--- src/rtl/fifo.sv ---
// Synchronous single-clock FIFO with first-word-fall-through read port.
// Optional occupancy output enabled by defining FIFO_COUNT_EN.
module fifo #(
  parameter int DATA_WIDTH = 8,
  parameter int ADDR_WIDTH = 4
) (
  input  logic                  clk,
  input  logic                  reset,
  input  logic                  rd,
  input  logic                  wr,
  input  logic [DATA_WIDTH-1:0] w_data,
  output logic                  empty,
  output logic                  full,
`ifdef FIFO_COUNT_EN
  output logic [ADDR_WIDTH:0]   count,
`endif
  output logic [DATA_WIDTH-1:0] r_data
);

  localparam int DEPTH = 1 << ADDR_WIDTH;

  logic [DEPTH-1:0][DATA_WIDTH-1:0] mem;
  logic [ADDR_WIDTH-1:0] wr_ptr, rd_ptr, wr_nxt, rd_nxt;
  logic wr_ok, rd_ok;

  // A write while full is accepted only when a pop frees the head slot.
  assign rd_ok  = rd & ~empty;
  assign wr_ok  = wr & (~full | rd);
  assign wr_nxt = wr_ptr + 1'b1;
  assign rd_nxt = rd_ptr + 1'b1;
  assign r_data = mem[rd_ptr];

  // Storage is never cleared; reset only forgets it via the pointers.
  always_ff @(posedge clk) begin
    if (reset && wr_ok) mem[wr_ptr] <= w_data;
  end

  always_ff @(posedge clk) begin
    if (!reset) begin
      wr_ptr <= '0;
      rd_ptr <= '0;
      empty  <= 1'b1;
      full   <= 1'b0;
    end else begin
      if (wr_ok) wr_ptr <= wr_nxt;
      if (rd_ok) rd_ptr <= rd_nxt;
      case ({wr_ok, rd_ok})
        2'b10: begin
          empty <= 1'b0;
          full  <= (wr_nxt == rd_ptr);
        end
        2'b01: begin
          full  <= 1'b0;
          empty <= (rd_nxt == wr_ptr);
        end
        default: ;
      endcase
    end
  end

`ifdef FIFO_COUNT_EN
  always_ff @(posedge clk) begin
    if (!reset) count <= '0;
    else begin
      case ({wr_ok, rd_ok})
        2'b10:   count <= count + 1'b1;
        2'b01:   count <= count - 1'b1;
        default: ;
      endcase
    end
  end
`endif

endmodule

--- config.mk ---
export PLATFORM = sky130hd
export DESIGN_NAME = fifo
export DESIGN_NICKNAME = d
export VERILOG_FILES = /design/src/rtl/fifo.sv
export SDC_FILE = /design/constraint.sdc
export NUM_CORES = 1
export LEC_CHECK = 0
export BUFFER_PORTS_ARGS = -buffer_cell sky130_fd_sc_hd__buf_2
export CORE_ASPECT_RATIO = 1.1
export CORE_MARGIN = 5
export CORE_UTILIZATION = 35
export DETAILED_ROUTE_END_ITERATION = 16
export PLACE_DENSITY = 0.63
export REMOVE_ABC_BUFFERS = 1
export SLEW_MARGIN = 40
export SYNTH_ARGS = -nofsm -noshare
export SYNTH_HDL_FRONTEND = slang
export SYNTH_SLANG_ARGS = --single-unit
--- constraint.sdc ---
create_clock -name clk -period 2.18 [get_ports clk]
set_input_delay 0.218 -clock clk [delete_from_list [all_inputs] [get_ports clk]]
set_output_delay 0.218 -clock clk [all_outputs]
set_load 0.03 [all_outputs]
== Yosys cells after proc, flatten, opt, wreduce, memory -nomap -nowiden ==
Cells that the tools add are included.

* Add/sub/neg operators: 2
* Multipliers: 0
* Div/mod/pow operators: 0
* $lt $le $gt $ge: 3
* Eq/ne operators: 4
* Shift-type cells: 0
* Mux-type cells: 7
* Bitwise logic cells: 5
* Reductions and logical operators: 3

{| class="wikitable"
|+ Operators with widths
! operator !! count
|-
| $bwmux W128 || 1
|-
| $bmux W8 S4 || 1
|-
| $demux W8 S4 || 1
|-
| $mux W8 || 2
|-
| $lt A4 B5 Y1 const B || 2
|-
| $add A4 B1 Y4 const B || 2
|-
| $eq A4 B4 Y1 || 2
|-
| $ge A4 B1 Y1 const B || 1
|-
| $pmux W1 S2 || 2
|-
| $and A1 B1 Y1 || 2
|-
| $eq A2 B1 Y1 const B || 1
|-
| $eq A2 B2 Y1 const B || 1
|-
| $logic_and A1 B1 Y1 || 2
|-
| $not A1 Y1 || 2
|-
| $reduce_bool A2 Y1 || 1
|-
| $or A1 B1 Y1 || 1
|}

* Flip-flop bits (word level): 138
* Latch bits: 0
* Memory bits (writable): 0
* ROM bits: 0
* Bits of input ports: 12
* Output and inout bits: 10
* Memories kept: 0

== Longest topological paths before layout ==
Gate-level depths: netlist of run 1.

* Word-level depth: 5
* Gate-level depth with buffers: 7
* Gate-level depth less buffers: 6

== Least setup slack after synthesis of run 1 ==
OpenSTA, ideal clock, no wires.

* Kind: reg2reg
* Start: reg, netlist name wr_ptr[0]
* End: reg mem[24] (netlist name) (enable)
* Setup time: 0.383 ns
* Data arrival time: 1.839 ns
* Required time: 1.797 ns
* Setup slack: -0.042 ns
* Stages on the path, launching flop included: 5
* Path buffers: 0
* Clock period less this slack: 2.222 ns
* Cell sequence: dfxtp_1 ha_1 inv_1 or4_1 nor3_1

{| class="wikitable"
|+ RTL lines
! element !! RTL line !! RTL
|-
| end signal: indexed assignment || 35 || <nowiki>if (reset && wr_ok) mem[wr_ptr] <= w_data;</nowiki>
|-
| end: declaration || 22 || <nowiki>logic [DEPTH-1:0][DATA_WIDTH-1:0] mem;</nowiki>
|}

== Worst setup path in the final report of run 1 ==
* Start: reg rd_ptr[0]
* End: out r_data[7]

* Cells in the longest elaborated chain, start to end: 2

{| class="wikitable"
|+ Ends and longest elaborated chain
! element !! RTL line !! RTL
|-
| start: declaration || 23 || <nowiki>logic [ADDR_WIDTH-1:0] wr_ptr, rd_ptr, wr_nxt, rd_nxt;</nowiki>
|-
| start signal: assignment || 46 || <nowiki>if (rd_ok) rd_ptr <= rd_nxt;</nowiki>
|-
| $bmux W8 S4 || 31 || <nowiki>assign r_data = mem[rd_ptr];</nowiki>
|-
| $mux W8 (not written as such) || 31 ||
|-
| end: declaration || 17 || <nowiki>output logic [DATA_WIDTH-1:0] r_data</nowiki>
|}

Every way passes these cells. The select of a mux whose other input is x is not followed.

==> results of run 1 <==
stage by stage:
stage	cell area, sq um	total power, mW	worst slack, ns	hold slack (ns)
2_1_floorplan	5490	3.22	-0.507	0.309
3_3_place_gp	6030	3.36	0.160	0.473
3_5_place_dp	6040	3.37	0.112	0.484
4_1_cts	6800	6.22	-0.0949	0.0906
5_1_grt	6790	6.37	-0.166	0.105
6_report	6790	6.17	-0.0619	0.101
layer usage:
layer	global-route usage, %	share of wire [%]
met5	0	0
met4	4.82	0.98
met3	3.85	4.8
met2	21.5	51
met1	17.9	43
synth_stat cells, types with 5 or more instances:
cell type	instances	area (sq um)
a22oi_1	16	120
ha_1	6	75.1
inv_1	5	18.8
nand4b_1	5	43.8
nand2_1	12	45.0
nor2_1	15	56.3
a21oi_1	6	30.0
edfxtp_1	128	3840
clkbuf_1	5	18.8
mux4_2	18	405
dfxtp_1	10	200
buf_2	5	25.0
mux4_1	14	368
xnor2_1	8	70.1
cell type report:
class / count / area [sq um]
well taps: 200 / 250
flip-flops and latches: 138 / 4050
repair buffers: 46 / 423
clock inverters: 15 / 153
inverters: 6 / 22.5
clock buffers: 17 / 425
fillers: 1324 / 8880
multi-input cells: 133 / 1470
what timing repair did:
item | in CTS | in global routing
gates cloned | 3 | 0
gates resized for setup | 50 | 9
endpoints found under the hold margin | 0 | 0
setup buffers | 3 | 0
pin swaps | 16 | 9
setup endpoints to repair | 8 | 9
power by group through the flow:
stage          logic (mW)  clock network (mW)  registers [mW]
6_report            0.457                2.77            2.94
5_1_grt             0.493                2.94            2.94
4_1_cts             0.477                2.81            2.94
3_5_place_dp        0.379                   0            2.99
3_3_place_gp        0.372                   0            2.99
2_1_floorplan       0.196                   0            3.02
how the worst max path moves through the flow:
stage          depth (start not counted)         to  slack [ns]
2_1_floorplan                          3  r_data[0]       -0.51
3_3_place_gp                           5    mem[91]        0.16
3_5_place_dp                           5    mem[91]        0.11
4_1_cts                                7  r_data[0]       -0.09
5_1_grt                                6  r_data[1]       -0.17
6_report                               5  r_data[7]       -0.06
sequential cells by signal, summed over array words and instances, names as in the netlist:
| signal | flops |
|---|---|
| empty | 1 |
| full | 1 |
| mem | 128 |
| rd_ptr | 4 |
| wr_ptr | 4 |
kinds of logic (layout without fill, tap and decap cells):
family                     Yosys count  after routing  synth area share (%)
DFF                                138            138                  72.3
buffers and inverters               21             84                  2.21
adders and majority gates            6              6                  1.34
AOI/OAI and AO/OA                   29             29                  3.51
xor gates and xnor gates            11             11                  1.72
muxes                               32             32                  13.8
and+or+nand+nor                     55             55                  5.12
==> flow_summary_export.csv, run 1 <==
group,metric,value,unit
clocking,htreeDepth,4,
drt,dr.pass1.iters,4,
grt,grt_pass1_vias,3097,
layout,stdcell_count,555,
floorplanning,die_area,0.0186,sq mm
critical_path,slowest_delay,0.55,ns
layout,final_layout_size_suffix_gt1_share,38.0,%
clocking,clockBufferDepth,2,
critical_path,crit_start,"rd_ptr[0]",
sta,tightestPinTransition,0.766,ns
layout,fin_util,43.3,%
critical_path,cp-end-kind,"primary output",
grt,grt_max_degree,30,
critical_path,worstPathMaxFanout,11,
sta,tns,-0.417,ns
critical_path,reg2regPathDepth,5,
power,p_per_area,908,mW/mm^2
synthesis,netlist_area,0.00560,sq mm
clocking,cts_tree,"done",
floorplanning,core_area,0.0157,sq mm
synthesis,synthFlopType,"edfxtp_1",
synthesis,yosys_register_bits,138,
synthesis,ys_seq_area_share,72.3,%
sta,skew,0.00849,ns
critical_path,crit_type,"reg2out",
run_status,status,"finished, violations left",
grt,antenna_found_initial,0,
sta,max_freq,446,MHz
placed_design,io_buffer_count,21,
placed_design,post-place-cells,519,
critical_path,r2r_slack,0.11,ns
synthesis,synth_edf_count,128,
sta,hold_viol,0,
drt,routed_wirelength,11700,um
min_path,worstHoldStart,"reset",
clocking,cts_sinks,138,
placed_design,post-dp-hpwl,7540,um
clocking,clock_latency,0.41,ns
critical_path,path_cells,"buf_6 > mux4_2 > a22oi_2 > nand2_1 > buf_6",
critical_path,required,1.96,ns
sta,finalCritPeriodShare,103,%
drt,vias,2856,
drt,ant_nets,0,
clocking,clkSlewWorstSetupHoldPaths,0.06,ns
floorplanning,die_w,131,um
power,p_int,4.81,mW
grt,overflow,0,
power,clock_power_share,45.0,%
power,ir_drop,0.563,mV
drt,wire_per_inst,21.0,um
min_path,whs_endpoint,"empty",
synthesis,yosysUniqueCellTypes,30,
critical_path,crit_top_cell,"buf_6",
sta,slew_headroom,48.7,%
flow_run,cap_viol_max_count,0,
power,p_leak,2.17,nW
synthesis,yosys_warnings,0,
floorplanning,die_h,143,um
power,power_switching,1.35,mW
clocking,cts_inserted_buffers,17,
critical_path,r2r_start,"wr_ptr[0]",
critical_path,critPathBufInv,2,
layout,final_cell_mix,"edfxtp_1, mux4_2, clkbuf_16, buf_4, a22oi_2",
drt,vias_per_cell,5.15,
layout,areaGrowthSynthToFinish,21.4,%
run_status,violations,"negative setup slack",
critical_path,critPathLaunchType,"flip-flop",
critical_path,cp_slowest_cell,"mux4_2",
layout,num_antenna_cells,0,
layout,layout_commonest_cell,"edfxtp_1",
placed_design,place_congestion,0.722,
synthesis,synthArstFlopShare,0,%
critical_path,arrival,2.02,ns
layout,layout.nets,360,
min_path,hold_depth,2,
floorplanning,rows,48,
floorplanning,io_pins,22,
critical_path,cpLargestDelayFamily,"multiplexers",
sta,setup_viol,8,
sta,period_needed,2.24,ns
min_path,min-delay-path-class,"in2reg",
sta,finalWorstSetupSlack,-0.0619,ns
drt,drt_iter0_drc,329,
power,seqPwrFrac,47.6,%
grt,grt_pass1_wl,18400,um
power,swShare,21.9,%
grt,grt_usage,13.5,%
clocking,cts_hold_buffers,0,
sta,rsz0062_at_grt,"true",
sta,final_max_slew_viol_count,0,
floorplanning,start_util,35.7,%
clocking,clockRootBuffer,"clkbuf_16",
synthesis,syn_avg_cell_area,19.2,sq um
critical_path,r2r-end,"mem[91]",
power,comb_power_share,7.4,%
drt,drc,0,
synthesis,synth_cells,292,
Power figures use the tool's default switching activity.
==> run 2: changes to the inputs <==
--- a/config.mk
+++ b/config.mk
@@ -6,12 +6,15 @@
 export NUM_CORES = 1
 export LEC_CHECK = 0
 export BUFFER_PORTS_ARGS = -buffer_cell sky130_fd_sc_hd__buf_2
+export CELL_PAD_IN_SITES_DETAIL_PLACEMENT = 1
+export CELL_PAD_IN_SITES_GLOBAL_PLACEMENT = 1
 export CORE_ASPECT_RATIO = 1.1
 export CORE_MARGIN = 5
 export CORE_UTILIZATION = 35
 export DETAILED_ROUTE_END_ITERATION = 16
-export PLACE_DENSITY = 0.63
+export PLACE_DENSITY = 0.67
 export REMOVE_ABC_BUFFERS = 1
+export SKIP_LAST_GASP = 1
 export SLEW_MARGIN = 40
 export SYNTH_ARGS = -nofsm -noshare
 export SYNTH_HDL_FRONTEND = slang
==> constraint.sdc (replaced) <==
create_clock -name clk -period 2.1 [get_ports clk]
set_input_delay 0.21 -clock clk [delete_from_list [all_inputs] [get_ports clk]]
set_output_delay 0.21 -clock clk [all_outputs]
set_load 0.03 [all_outputs]
==> flow_summary_export.csv, run 2 (synthesis gave the netlist of run 1 again) <==
group,metric,value,unit
run_status,status,"finished, violations left",
run_status,violations,"negative setup slack",
floorplanning,io_pins,22,
grt,grt_usage,15.4,%
drt,drt_iter0_drc,204,
power,ir_drop,0.536,mV
placed_design,post-place-cells,523,
sta,tightestPinTransition,0.762,ns
clocking,cts_hold_buffers,0,
power,p_int,5.48,mW
sta,slew_headroom,49.0,%
floorplanning,start_util,35.7,%
drt,routed_wirelength,13100,um
power,p_per_area,989,mW/mm^2
clocking,clockBufferDepth,2,
sta,finalCritPeriodShare,109,%
sta,skew,0.00605,ns
sta,max_freq,435,MHz
power,p_leak,2.26,nW
layout,areaGrowthSynthToFinish,24.1,%
floorplanning,die_h,143,um
sta,final_max_slew_viol_count,0,
power,seqPwrFrac,44.4,%
clocking,clockRootBuffer,"clkbuf_16",
critical_path,crit_type,"reg2out",
floorplanning,rows,48,
placed_design,post-dp-hpwl,8600,um
critical_path,required,1.89,ns
drt,drc,0,
critical_path,cp-end-kind,"primary output",
grt,grt_max_degree,35,
floorplanning,die_area,0.0186,sq mm
power,swShare,20.2,%
layout,num_antenna_cells,0,
sta,finalWorstSetupSlack,-0.196,ns
drt,vias_per_cell,5.19,
drt,dr.pass1.iters,4,
power,clock_power_share,48.2,%
min_path,min-delay-path-class,"in2reg",
layout,final_layout_size_suffix_gt1_share,38.6,%
drt,wire_per_inst,23.3,um
clocking,htreeDepth,4,
sta,setup_viol,8,
sta,period_needed,2.30,ns
layout,largestRegisters,"mem (128), rd_ptr (4), wr_ptr (4)",
power,comb_power_share,7.4,%
critical_path,critPathLaunchType,"flip-flop",
clocking,cts_sinks,138,
floorplanning,core_area,0.0157,sq mm
critical_path,arrival,2.09,ns
sta,rsz0062_at_grt,"true",
grt,antenna_found_initial,0,
drt,ant_nets,0,
layout,final_cell_mix,"edfxtp_1, mux4_2, buf_4",
layout,stdcell_count,563,
grt,overflow,0,
sta,hold_viol,0,
placed_design,post-place-ws,-0.0850,ns
layout,layout_commonest_cell,"edfxtp_1",
grt,grt_pass1_vias,3342,
clocking,cts_tree,"done",
flow_run,cap_viol_max_count,0,
placed_design,place_congestion,0.732,
critical_path,worstPathMaxFanout,9,
drt,vias,2923,
clocking,clock_latency,0.42,ns
layout,largest-register,"mem",
clocking,cts_inserted_buffers,17,
placed_design,io_buffer_count,21,
grt,grt_pass1_wl,20300,um
floorplanning,die_w,131,um
layout,largest_reg_flops,128,
power,total_power,6.87,mW
clocking,clkSlewWorstSetupHoldPaths,0.06,ns
layout,layout.nets,368,
power,power_switching,1.39,mW
run 2: power by group through the flow:
stage                     combinational, mW  sequential, mW  clock [mW]
after global placement                0.408            3.10           0
after detailed placement              0.420            3.10           0
after CTS                             0.496            3.05        3.37
after global routing                  0.541            3.05        3.48
after floorplan                       0.204            3.14           0
final                                 0.506            3.05        3.31
run 2: cell type report:
type / instances / area [sq um]
fillers: 1483 / 8730
clock buffers: 17 / 425
multi-input cells: 133 / 1480
clock inverters: 15 / 229
flip-flops and latches: 138 / 4050
well taps: 200 / 250
repair buffers: 54 / 493
inverters: 6 / 22.5
run 2: metrics by stage:
step           hold slack (ns)  TNS, ns  utilization [%]  area, sq um
2_1_floorplan            0.301    -6.15                -         5490
3_3_place_gp             0.510   -0.186             38.8         6080
3_5_place_dp             0.503    -1.18             38.8         6090
4_1_cts                 0.0671    -1.72             44.0         6900
5_1_grt                  0.100    -2.11             44.3         6950
6_report                0.0817    -1.41             44.3         6950
run 2: per-layer routing:
| layer | vias up | global-route usage (%) | wire, um |
|---|---|---|---|
| met5 | - | 0 | 0 |
| met4 | 0 | 5.90 | 230 |
| met3 | 22 | 4.12 | 690 |
| met2 | 65 | 25.5 | 6830 |
| met1 | 1539 | 19.2 | 5390 |
| li1 | 1297 | - | - |
run 2: path summary, 6_finish.rpt:
path	startpoint	endpoint	slack, ns	cells past startpoint
worst max-delay path	rd_ptr[0]	r_data[7]	-0.20	6
worst min-delay path	reset	empty	0.08	2
worst max register to register	wr_ptr[1]	mem[120]	0.09	6
worst min register to register	empty	empty	0.54	2
run 2: repair_timing:
action | 4_1_cts | 5_1_grt
hold endpoints to repair | 0 | 0
endpoints found under the setup margin | 40 | 40
cloned | 1 | 0
pin swaps | 12 | 3
buffers inserted | 4 | 3
resized for setup | 42 | 8
run 2: critical path, stage by stage, from the launching register on:
cell	delay, ns
dfxtp_4	0.43
buf_12	0.16
buf_4	0.11
mux4_2	0.50
a22oi_2	0.16
nand2_2	0.10
buf_4	0.18
==> run 3: changes to the inputs <==
==> constraint.sdc (replaced) <==
create_clock -name clk -period 2.6 [get_ports clk]
set_input_delay 0.26 -clock clk [delete_from_list [all_inputs] [get_ports clk]]
set_output_delay 0.26 -clock clk [all_outputs]
set_load 0.03 [all_outputs]
==> flow_summary_export.csv, run 3 (synthesis gave the netlist of run 1 again) <==
group,metric,value,unit
run_status,status,"finished, final reports clean",
layout,largest-register,"mem",
grt,grt_max_degree,37,
floorplanning,die_h,143,um
sta,worst_hold_slack,0.141,ns
critical_path,worstPathMaxFanout,19,
grt,overflow,0,
clocking,htreeDepth,4,
floorplanning,die_area,0.0186,sq mm
sta,tightestPinTransition,0.722,ns
placed_design,post-place-cells,515,
sta,hold_viol,0,
layout,fin_util,41.8,%
sta,slew_headroom,51.8,%
clocking,clockBufferDepth,2,
clocking,clkSlewWorstSetupHoldPaths,0.05,ns
power,seqPwrFrac,49.5,%
power,comb_power_share,6.2,%
sta,max_freq,405,MHz
layout,areaGrowthSynthToFinish,17.2,%
layout,final_cell_mix,"edfxtp_1, buf_2, mux4_2",
grt,grt_pass1_wl,18700,um
power,clock_power_share,44.3,%
grt,antenna_found_initial,1,
drt,vias_per_cell,5.19,
clocking,cts_tree,"done",
sta,finalCritPeriodShare,94.9,%
power,swShare,20.4,%
layout,layout_commonest_cell,"edfxtp_1",
clocking,post_cts_buffers,0,
layout,largest_reg_flops,128,
clocking,cts_sinks,138,
min_path,min-delay-path-class,"in2reg",
sta,tns,0,ns
layout,fillers,1507,
placed_design,io_buffer_count,21,
layout,final_layout_size_suffix_gt1_share,24.9,%
layout,register_area,0.00405,sq mm
critical_path,crit_type,"reg2out",
critical_path,cp_slowest_cell,"mux4_1",
critical_path,arrival,2.21,ns
drt,vias,2829,
grt,grt_usage,14.2,%
drt,drc,0,
sta,rsz0062_at_grt,"false",
drt,routed_wirelength,12100,um
drt,drt_iter0_drc,244,
drt,dr.pass1.iters,4,
clocking,clockRootBuffer,"clkbuf_16",
layout,layout.nets,352,
clocking,clock_latency,0.41,ns
floorplanning,core_area,0.0157,sq mm
drt,ant_nets,0,
floorplanning,start_util,35.7,%
layout,largestRegisters,"mem (128), rd_ptr (4), wr_ptr (4)",
floorplanning,die_w,131,um
drt,wire_per_inst,22.1,um
layout,num_antenna_cells,0,
sta,skew,0.00665,ns
layout,stdcell_count,545,
power,p_int,3.96,mW
power,power_switching,1.02,mW
floorplanning,rows,48,
flow_run,cap_viol_max_count,0,
power,p_leak,2.13,nW
sta,period_needed,2.47,ns
clocking,cts_hold_buffers,0,
sta,final_max_slew_viol_count,0,
critical_path,critPathLaunchType,"flip-flop",
placed_design,post-dp-hpwl,8060,um
critical_path,path_cells,"buf_6 > mux4_1 > a22oi_1 > nand2_1 > buf_2",
clocking,cts_inserted_buffers,17,
sta,setup_viol,0,
critical_path,required,2.34,ns
layout,multi_input_area,0.00144,sq mm
placed_design,place_congestion,0.784,
power,ir_drop,0.461,mV
grt,grt_pass1_vias,3059,
critical_path,slowest_delay,0.60,ns
floorplanning,io_pins,22,
power,p_per_area,759,mW/mm^2
critical_path,cp-end-kind,"primary output",
run 3: changes by cell type in the layout (fill, tap and decap cells not counted), sizes merged:
cell and change:
bufinv -4, buf -16, clkinv +2, clkinvlp -2, clkbuf +2
run 3: critical path: cells and delay by family, from the launching register on:
| kind | cells | cell delay, ns |
|---|---|---|
| and+or+nand+nor | 1 | 0.13 |
| AOI/OAI and AO/OA | 1 | 0.23 |
| DFF | 1 | 0.36 |
| buffers and inverters | 2 | 0.47 |
| muxes | 1 | 0.60 |
run 3: area by class of cell:
cell class	count	share of cell area (%)
Sequential cell	138	61.7
Multi-Input combinational cell	133	21.9
Clock buffer	19	6.60
Timing Repair Buffer	38	3.99
Tap cell	200	3.82
Clock inverter	11	1.62
Inverter	6	0.344
run 3: layer usage:
| metal | wire length (um) | vias up | track usage [%] |
|---|---|---|---|
| met5 | 20 | - | 0 |
| met4 | 214 | 2 | 5.96 |
| met3 | 572 | 19 | 4.04 |
| met2 | 6200 | 66 | 23.0 |
| met1 | 5050 | 1463 | 17.8 |
| li1 | - | 1279 | - |
run 3: repair_timing:
item,CTS,global route
resized for setup,0,1
endpoints found under the setup margin,0,4
hold endpoints to repair,0,0
run 3: final timing paths:
kind / end / slack (ns) / cells past startpoint / start
max: r_data[4] / 0.13 / 5 / rd_ptr[0]
min: empty / 0.14 / 2 / reset
max reg2reg: mem[31] / 0.56 / 5 / wr_ptr[0]
min reg2reg: full / 0.50 / 2 / full
run 3: power by group through the flow:
stage	registers [mW]	logic (mW)	clock network, mW
3_5_place_dp	2.51	0.310	0
5_1_grt	2.46	0.333	2.37
2_1_floorplan	2.53	0.164	0
3_3_place_gp	2.50	0.303	0
6_report	2.46	0.309	2.20
4_1_cts	2.46	0.313	2.25
run 3: stage by stage:
step                      area [sq um]  power [mW]  worst slack, ns
after CTS                         6550        5.02           0.0227
final                             6560        4.97            0.133
after global placement            6000        2.81            0.534
after floorplan                   5490        2.70           -0.129
after detailed placement          6010        2.82            0.499
after global routing              6560        5.17          0.00966
